$ cat src/rtl/ats21_event_queue.sv
`timescale 1ns/1ps
// rtl/ats21_event_queue.sv - ATS21 alarm-finished edge capture, timestamping and event FIFO
//
// Ports:
//   clk           sole clock, rising edge
//   reset         synchronous active-high reset
//   alarm_in      ATS21 finished lines, bit i = alarm i finished
//   evt_ready     host accepts the head event this cycle
//   clr_overflow  clears the sticky overflow flag
//   evt_valid     FIFO non-empty
//   evt_id        alarm index of the head event
//   evt_stamp     timestamp of the head event (0 unless ATS21_EVQ_STAMP_EN)
//   evt_count     FIFO occupancy
//   overflow      sticky: an event was coalesced into a pending one
//   irq           level interrupt, equals evt_valid
//
// Build option: define ATS21_EVQ_STAMP_EN to include the stamp counter and
// per-alarm stamp storage; otherwise evt_stamp is tied to 0.

module ats21_event_queue #(
   parameter int NUM_ALARMS = 24,
   parameter int DEPTH      = 8,
   parameter int STAMP_W    = 16
) (
   input  logic                          clk,
   input  logic                          reset,
   input  logic [NUM_ALARMS-1:0]         alarm_in,
   input  logic                          evt_ready,
   input  logic                          clr_overflow,
   output logic                          evt_valid,
   output logic [$clog2(NUM_ALARMS)-1:0] evt_id,
   output logic [STAMP_W-1:0]            evt_stamp,
   output logic [$clog2(DEPTH+1)-1:0]    evt_count,
   output logic                          overflow,
   output logic                          irq
);

   localparam int ID_W  = $clog2(NUM_ALARMS);
   localparam int PTR_W = $clog2(DEPTH);
   localparam int CNT_W = $clog2(DEPTH+1);

   logic [NUM_ALARMS-1:0] prev_in;
   logic [NUM_ALARMS-1:0] rise;
   logic [NUM_ALARMS-1:0] pending;
   logic [NUM_ALARMS-1:0] push_onehot;
   logic [ID_W-1:0]       push_id;
   logic [ID_W-1:0]       id_mem [DEPTH];
   logic [PTR_W-1:0]      rd_ptr;
   logic [PTR_W-1:0]      wr_ptr;
   logic [CNT_W-1:0]      count;
   logic                  pop;
   logic                  push;
   logic                  coalesce;

   assign rise = alarm_in & ~prev_in;
   assign pop  = (count != '0) && evt_ready;
   // A pop in the same cycle frees the slot the push needs.
   assign push = (pending != '0) && ((count != CNT_W'(DEPTH)) || pop);

   // Lowest-index pending alarm wins.
   always_comb begin
      push_id = '0;
      for (int i = NUM_ALARMS-1; i >= 0; i--) begin
         if (pending[i]) push_id = ID_W'(i);
      end
   end

   assign push_onehot = push ? (NUM_ALARMS'(1) << push_id) : '0;
   // A rise on a bit that is pending and not leaving this cycle is lost.
   assign coalesce    = |(rise & pending & ~push_onehot);

   always_ff @(posedge clk) begin
      if (reset) begin
         prev_in <= '1;
         pending <= '0;
      end else begin
         prev_in <= alarm_in;
         pending <= (pending & ~push_onehot) | rise;
      end
   end

   always_ff @(posedge clk) begin
      if (reset) begin
         overflow <= 1'b0;
      end else if (coalesce) begin
         overflow <= 1'b1;
      end else if (clr_overflow) begin
         overflow <= 1'b0;
      end
   end

   always_ff @(posedge clk) begin
      if (reset) begin
         rd_ptr <= '0;
         wr_ptr <= '0;
         count  <= '0;
      end else begin
         if (push) wr_ptr <= wr_ptr + 1'b1;
         if (pop)  rd_ptr <= rd_ptr + 1'b1;
         count <= count + CNT_W'(push) - CNT_W'(pop);
      end
   end

   always_ff @(posedge clk) begin
      if (push) id_mem[wr_ptr] <= push_id;
   end

   assign evt_valid = (count != '0);
   assign irq       = evt_valid;
   assign evt_count = count;
   // Storage is not reset, so the head is masked while empty.
   assign evt_id    = evt_valid ? id_mem[rd_ptr] : '0;

`ifdef ATS21_EVQ_STAMP_EN
   logic [STAMP_W-1:0]    stamp_ctr;
   logic [STAMP_W-1:0]    stamp_q   [NUM_ALARMS];
   logic [STAMP_W-1:0]    stamp_mem [DEPTH];
   logic [NUM_ALARMS-1:0] stamp_load;

   // A coalesced rise keeps the original stamp; a rise on the bit being
   // pushed re-arms it with a fresh stamp.
   assign stamp_load = rise & ~(pending & ~push_onehot);

   always_ff @(posedge clk) begin
      if (reset) stamp_ctr <= '0;
      else       stamp_ctr <= stamp_ctr + 1'b1;
   end

   always_ff @(posedge clk) begin
      if (reset) begin
         for (int i = 0; i < NUM_ALARMS; i++) stamp_q[i] <= '0;
      end else begin
         for (int i = 0; i < NUM_ALARMS; i++) begin
            if (stamp_load[i]) stamp_q[i] <= stamp_ctr;
         end
      end
   end

   always_ff @(posedge clk) begin
      if (push) stamp_mem[wr_ptr] <= stamp_q[push_id];
   end

   assign evt_stamp = evt_valid ? stamp_mem[rd_ptr] : '0;
`else
   assign evt_stamp = '0;
`endif

endmodule
$ cat config.mk
export PLATFORM = sky130hd
export DESIGN_NAME = ats21_event_queue
export DESIGN_NICKNAME = d
export VERILOG_FILES = /design/src/rtl/ats21_event_queue.sv
export SDC_FILE = /design/constraint.sdc
export NUM_CORES = 1
export LEC_CHECK = 0
export ABC_AREA = 0
export BUFFER_PORTS_ARGS = -buffer_cell sky130_fd_sc_hd__buf_2
export CORE_ASPECT_RATIO = 0.7
export CORE_MARGIN = 2
export CORE_UTILIZATION = 29
export DETAILED_ROUTE_END_ITERATION = 8
export HOLD_SLACK_MARGIN = 0.03
export PLACE_DENSITY = 0.54
export SYNTH_ARGS = -nofsm -noshare
export SYNTH_HDL_FRONTEND = slang
export SYNTH_SLANG_ARGS = --single-unit
$ cat constraint.sdc
create_clock -name clk -period 3 [get_ports clk]
set_input_delay 0.3 -clock clk [delete_from_list [all_inputs] [get_ports clk]]
set_output_delay 0.3 -clock clk [all_outputs]
set_load 0.1 [all_outputs]
Word level (Yosys, flattened, before mapping)
Memories as Yosys holds them, arrays and structs flattened. A register that Yosys moved wholly into a read port is not among the register bits.
Cells that the tools add are included.
{"block": "word_totals", "reg_bits": 59, "ramBits": 40, "elab_cells": 59, "mem_count": 1}
{"memory": "id_mem", "depth": 8, "width": 5, "rd": 1, "rd_clocked_by_memory_dff": 1, "write_ports": 1, "line_no": "47", "source": "logic [ID_W-1:0] id_mem [DEPTH];"}
{"block": "op_classes", "addsub": 4, "eq_ne": 1, "shift": 1, "n_mux": 32, "bitwise_logic": 7, "n_reduce_logical": 7}
{"cell": "$mux 5", "n": 25}
{"cell": "$and 24x24->24", "n": 4}
{"cell": "$not 24->24", "n": 2}
{"cell": "$mux 24", "n": 1}
{"cell": "$or 24x24->24", "n": 1}
{"cell": "$reduce_bool 24->1", "n": 1}
{"cell": "$reduce_or 24->1", "n": 1}
{"cell": "$shl 1x5->24 const A", "n": 1}
{"cell": "$add 3x1->3 const B", "n": 2}
{"cell": "$mux 3", "n": 2}
{"cell": "$add 4x1->4", "n": 1}
{"cell": "$mux 1", "n": 4}
{"cell": "$ne 4x4->1 const B", "n": 1}
{"cell": "$reduce_bool 4->1", "n": 1}
{"cell": "$sub 4x1->4", "n": 1}
{"cell": "$logic_and 1x1->1", "n": 2}
{"cell": "$reduce_bool 2->1", "n": 1}
{"cell": "$logic_or 1x1->1", "n": 1}

Depth between registers and ports, before layout
{"block": "logic_depth", "word_depth": 30, "ltp_mapped": 13, "ltp_nobuf": 12}

Worst setup path before layout
OpenSTA, ideal clock, no wires.
{"block": "synth_timing", "path_type": "reg-to-reg", "start": "register count[2] (netlist: evt_count[2])", "end": "register count[2] (netlist: evt_count[2])", "setup_time_ps": 128, "t_arrival_ps": 3469, "t_required_ps": 2872, "setup_slack_ps": -597, "path_stages_with_launch": 13, "period_less_slack_ps": 3597, "path_cell_list": "dfxtp_1 > inv_1 > ha_1 > and2_1 > clkbuf_1 > inv_1 > nand2_1 > nand2_1 > o21ai_0 > ha_1 > fa_1 > xnor2_1 > nor2_1"}
{"block": "synth_via", "elab_chain_len": 6}
{"item": "from (decl)", "line_no": "50", "source": "logic [CNT_W-1:0] count;"}
{"item": "from (signal assigned)", "line_no": "100", "source": "count <= count + CNT_W'(push) - CNT_W'(pop);"}
{"item": "$reduce_bool 4->1 (*)"}
{"item": "net evt_valid", "line_no": "30", "source": "output logic evt_valid,"}
{"item": "$logic_and 1x1->1 (*)", "line_no": "56", "source": "assign pop = (count != '0) && evt_ready;"}
{"item": "$logic_or 1x1->1", "line_no": "58", "source": "assign push = (pending != '0) && ((count != CNT_W'(DEPTH)) || pop);"}
{"item": "$logic_and 1x1->1", "line_no": "58"}
{"item": "$add 4x1->4", "line_no": "100"}
{"item": "$sub 4x1->4 (*)", "line_no": "100"}
The timed path passes the listed nets; every way through them passes the cells marked *.
A chain may end at the register's enable or synchronous reset.

Worst setup path in the final report
{"block": "layout_timing", "start": "register pending[14]", "end": "register overflow"}
{"block": "layout_via", "elab_chain_len": 21}
{"item": "from (decl)", "line_no": "44", "source": "logic [NUM_ALARMS-1:0] pending;"}
{"item": "from (signal assigned)", "line_no": "78", "source": "pending <= (pending & ~push_onehot) | rise;"}
{"item": "$mux 5 (15 in a row)", "line_no": "64", "source": "if (pending[i]) push_id = ID_W'(i);"}
{"item": "$shl 1x5->24", "line_no": "68", "source": "assign push_onehot = push ? (NUM_ALARMS'(1) << push_id) : '0;"}
{"item": "$mux 24", "line_no": "68"}
{"item": "$not 24->24", "line_no": "70", "source": "assign coalesce = |(rise & pending & ~push_onehot);"}
{"item": "$and 24x24->24 (*)", "line_no": "70"}
{"item": "$reduce_or 24->1 (*)", "line_no": "70"}
{"item": "$mux 1 / $reduce_bool 2->1 (equally long branches)"}
{"item": "to (signal assigned)", "line_no": "84", "source": "overflow <= 1'b0;"}
{"item": "to (signal assigned)", "line_no": "86", "source": "overflow <= 1'b1;"}
{"item": "to (signal assigned)", "line_no": "88", "source": "overflow <= 1'b0;"}
{"item": "to (decl)", "line_no": "34", "source": "output logic overflow,"}
Every way passes the cells marked *; elsewhere a longest branch is shown, timed or not.

==> flow_summary.toml <==
[pwr]
peakVddDrop_uv = 619
power_per_cell_area_mw_per_mm2 = 931
p_leak_uw = 0.00208
total_power_uw = 5180

[placement]
io_buffers = 39
gp_congestion = 0.924
place_hpwl_um = 9180

[cells_and_area]
nets = 546
diodes = 0
fillers = 1563
drive_gt1_share_pct = 27.2
fin_util_pct = 35.6
area_growth_syn_to_layout_pct = 19.1

[synth]
synth.top_cells.by_area = "dfxtp_1, edfxtp_1, mux4_2"
synth.top_cells.by_count = "dfxtp_1, edfxtp_1, nor2_1"
ys_seq_area_share_pct = 52.3
synth_edf_count = 40
syn_avg_cell_area_um2 = 10.5
syn-instance-count = 446
async_flop_share_pct = 0
synth_top_area_share_pct = 26.6
ys.flop_type = "dfxtp_1"
yosysWarnings = 0
yosys.area.top_type = "dfxtp_1"
netlist-cell-type-count = 64
post-synth-top-count-cell = "dfxtp_1"
ys_ff_latch = 102
syn_area_mm2 = 0.00467

[setup_path]
arrival_ps = 3040
crit_slowest_cell = "or3b_2"
path_buf_inv = 1
cp_cell_sequence = "or3b_2 -> a311oi_1 -> o21a_1 -> a211o_1 -> buf_4 -> nand3_1 -> a32o_1 -> nor4_2 -> a41oi_1"
start_kind = "register"
worstSetupPathType = "reg -> reg"
path_max_fanout = 6
cp_top_family = "compound AO/OA/AOI/OAI gates"
endpoint_kind = "register"
max_stage_delay_ps = 460
critPathRequiredTime_ps = 3170

[sta]
finalCritPeriodShare_pct = 95.6
setup_viol = 0
rsz0062_at_grt = "no"
setup_tns_ps = 0
hold_violations = 0
worst_pin_slew_ps = 1050
holdWs_ps = 141
period_minus_slack_ps = 2870
slew_violations = 0
fin_worst_skew_ps = 8.91
maxSlewHeadroom_pct = 30.3
timing.fmax_ghz = 0.349

[floorplanning]
initial_core_util_pct = 29.9
die_h_um = 110
dieArea_mm2 = 0.0171
ios = 56
num_rows = 38
die-width_um = 156
coreArea_mm2 = 0.0156

[clock_network]
cts_max_path_buffers = 2
cts_hold_buf = 0
worstSkewPairLatency_ps = 350
cts_tree = "done"
clkTransAtPathRegs_ps = 80
numCtsBuffers = 9
h-tree-depth = 3
cts.sinks = 102
root_buffer = "clkbuf_16"

[route]
drt_iter0_markers = 357
drt-total-wl_um = 12300
via_count = 3577
vias_per_cell = 5.00
ant_nets = 0
drcViolationCount = 0
wl_per_cell_um = 17.2
first_pass_iters = 5

[global_route]
grt_pass1_vias = 3238
grt_pass1_wl_um = 18800
grt_overflow = 0
grt_start_max_net_pins = 61
antenna_found_initial = 0
gr-usage-all-layers_pct = 14.8

[hold_path]
hold_path_class = "in -> reg"

[run_status]
status = "completed"

[run]
maxCapViolCount = 0
==> through the flow <==
stage                     setup slack, ps  area (µm²)  cells
after floorplan                      1.57        4740    461
after global placement                115        5230    699
after detailed placement              115        5230    699
after CTS                            90.0        5540    715
after global routing                 30.7        5560    715
final                                 133        5560    715
==> placed cells by master, fill, tap and decap left out, drive strengths merged, types with 6 or more instances in the layout <==
cell,count
buf,69
or2,26
nand2,25
mux4,10
a21oi,36
nor3,13
nor4,9
nor2,38
clkbuf,10
o21ai,18
inv,19
ha,7
nand3b,8
or4,6
nor2b,7
conb,16
dfxtp,62
edfxtp,40
nand2b,24
==> kinds of logic after synthesis <==
kind of cell,Yosys count,share of synthesized area [%]
AOI/OAI and AO/OA,92,12.9
xor gates and xnor gates,6,1.13
adders and majority gates,8,2.30
muxes,15,5.90
and+or+nand+nor,172,20.0
buffers and inverters,50,5.41
other,1,0.0803
DFF,102,52.3
==> what timing repair did <==
action | CTS | global route
endpoints found under the setup margin | 0 | 1
gates resized for setup | 0 | 5
endpoints found under the hold margin | 0 | 0
buffers inserted | 0 | 0
==> worst paths after layout <==
kind	startpoint	to	slack (ps)	depth (start not counted)
hold / removal	alarm_in[11]	prev_in[11]$_SDFF_PP1_	140	2
setup reg to reg	pending[14]$_SDFF_PP0_	overflow$_SDFFE_PP0P_	130	9
setup / recovery	pending[14]$_SDFF_PP0_	overflow$_SDFFE_PP0P_	130	9
hold reg to reg	rd_ptr[1]$_SDFFE_PP0P_	rd_ptr[1]$_SDFFE_PP0P_	500	2
==> flip-flops by register name (all words and copies together) (netlist names), named ones only <==
signal	flops
wr_ptr	3
pending	24
id_mem	40
evt_count	4
overflow	1
rd_ptr	3
prev_in	24
==> per-layer routing <==
layer / part of all wire, % / GRT usage [%]
met2: 38 / 19.3
met1: 54 / 23.1
met3: 7.4 / 4.38
met5: 0 / 0
met4: 1.0 / 3.54
==> power breakdown <==
group          total [µW]  switching [µW]  internal [µW]  leakage, µW
registers            1810             116           1690     0.000885
logic                2160            1560            604      0.00104
clock network        1210             544            664     0.000151
total                5180            2220           2960      0.00208
==> area by class of cell <==
| cell class | instances | area (µm²) | area share, % |
|---|---|---|---|
| sequential | 102 | 2450 | 44.0 |
| multi-input combinational | 309 | 2060 | 37.1 |
| timing repair buffer | 69 | 420 | 7.56 |
| tap | 200 | 250 | 4.50 |
| clock buffer | 10 | 229 | 4.12 |
| clock inverter | 6 | 78.8 | 1.42 |
| inverter | 19 | 75.1 | 1.35 |
No activity file was read; power rests on OpenSTA's default activity.
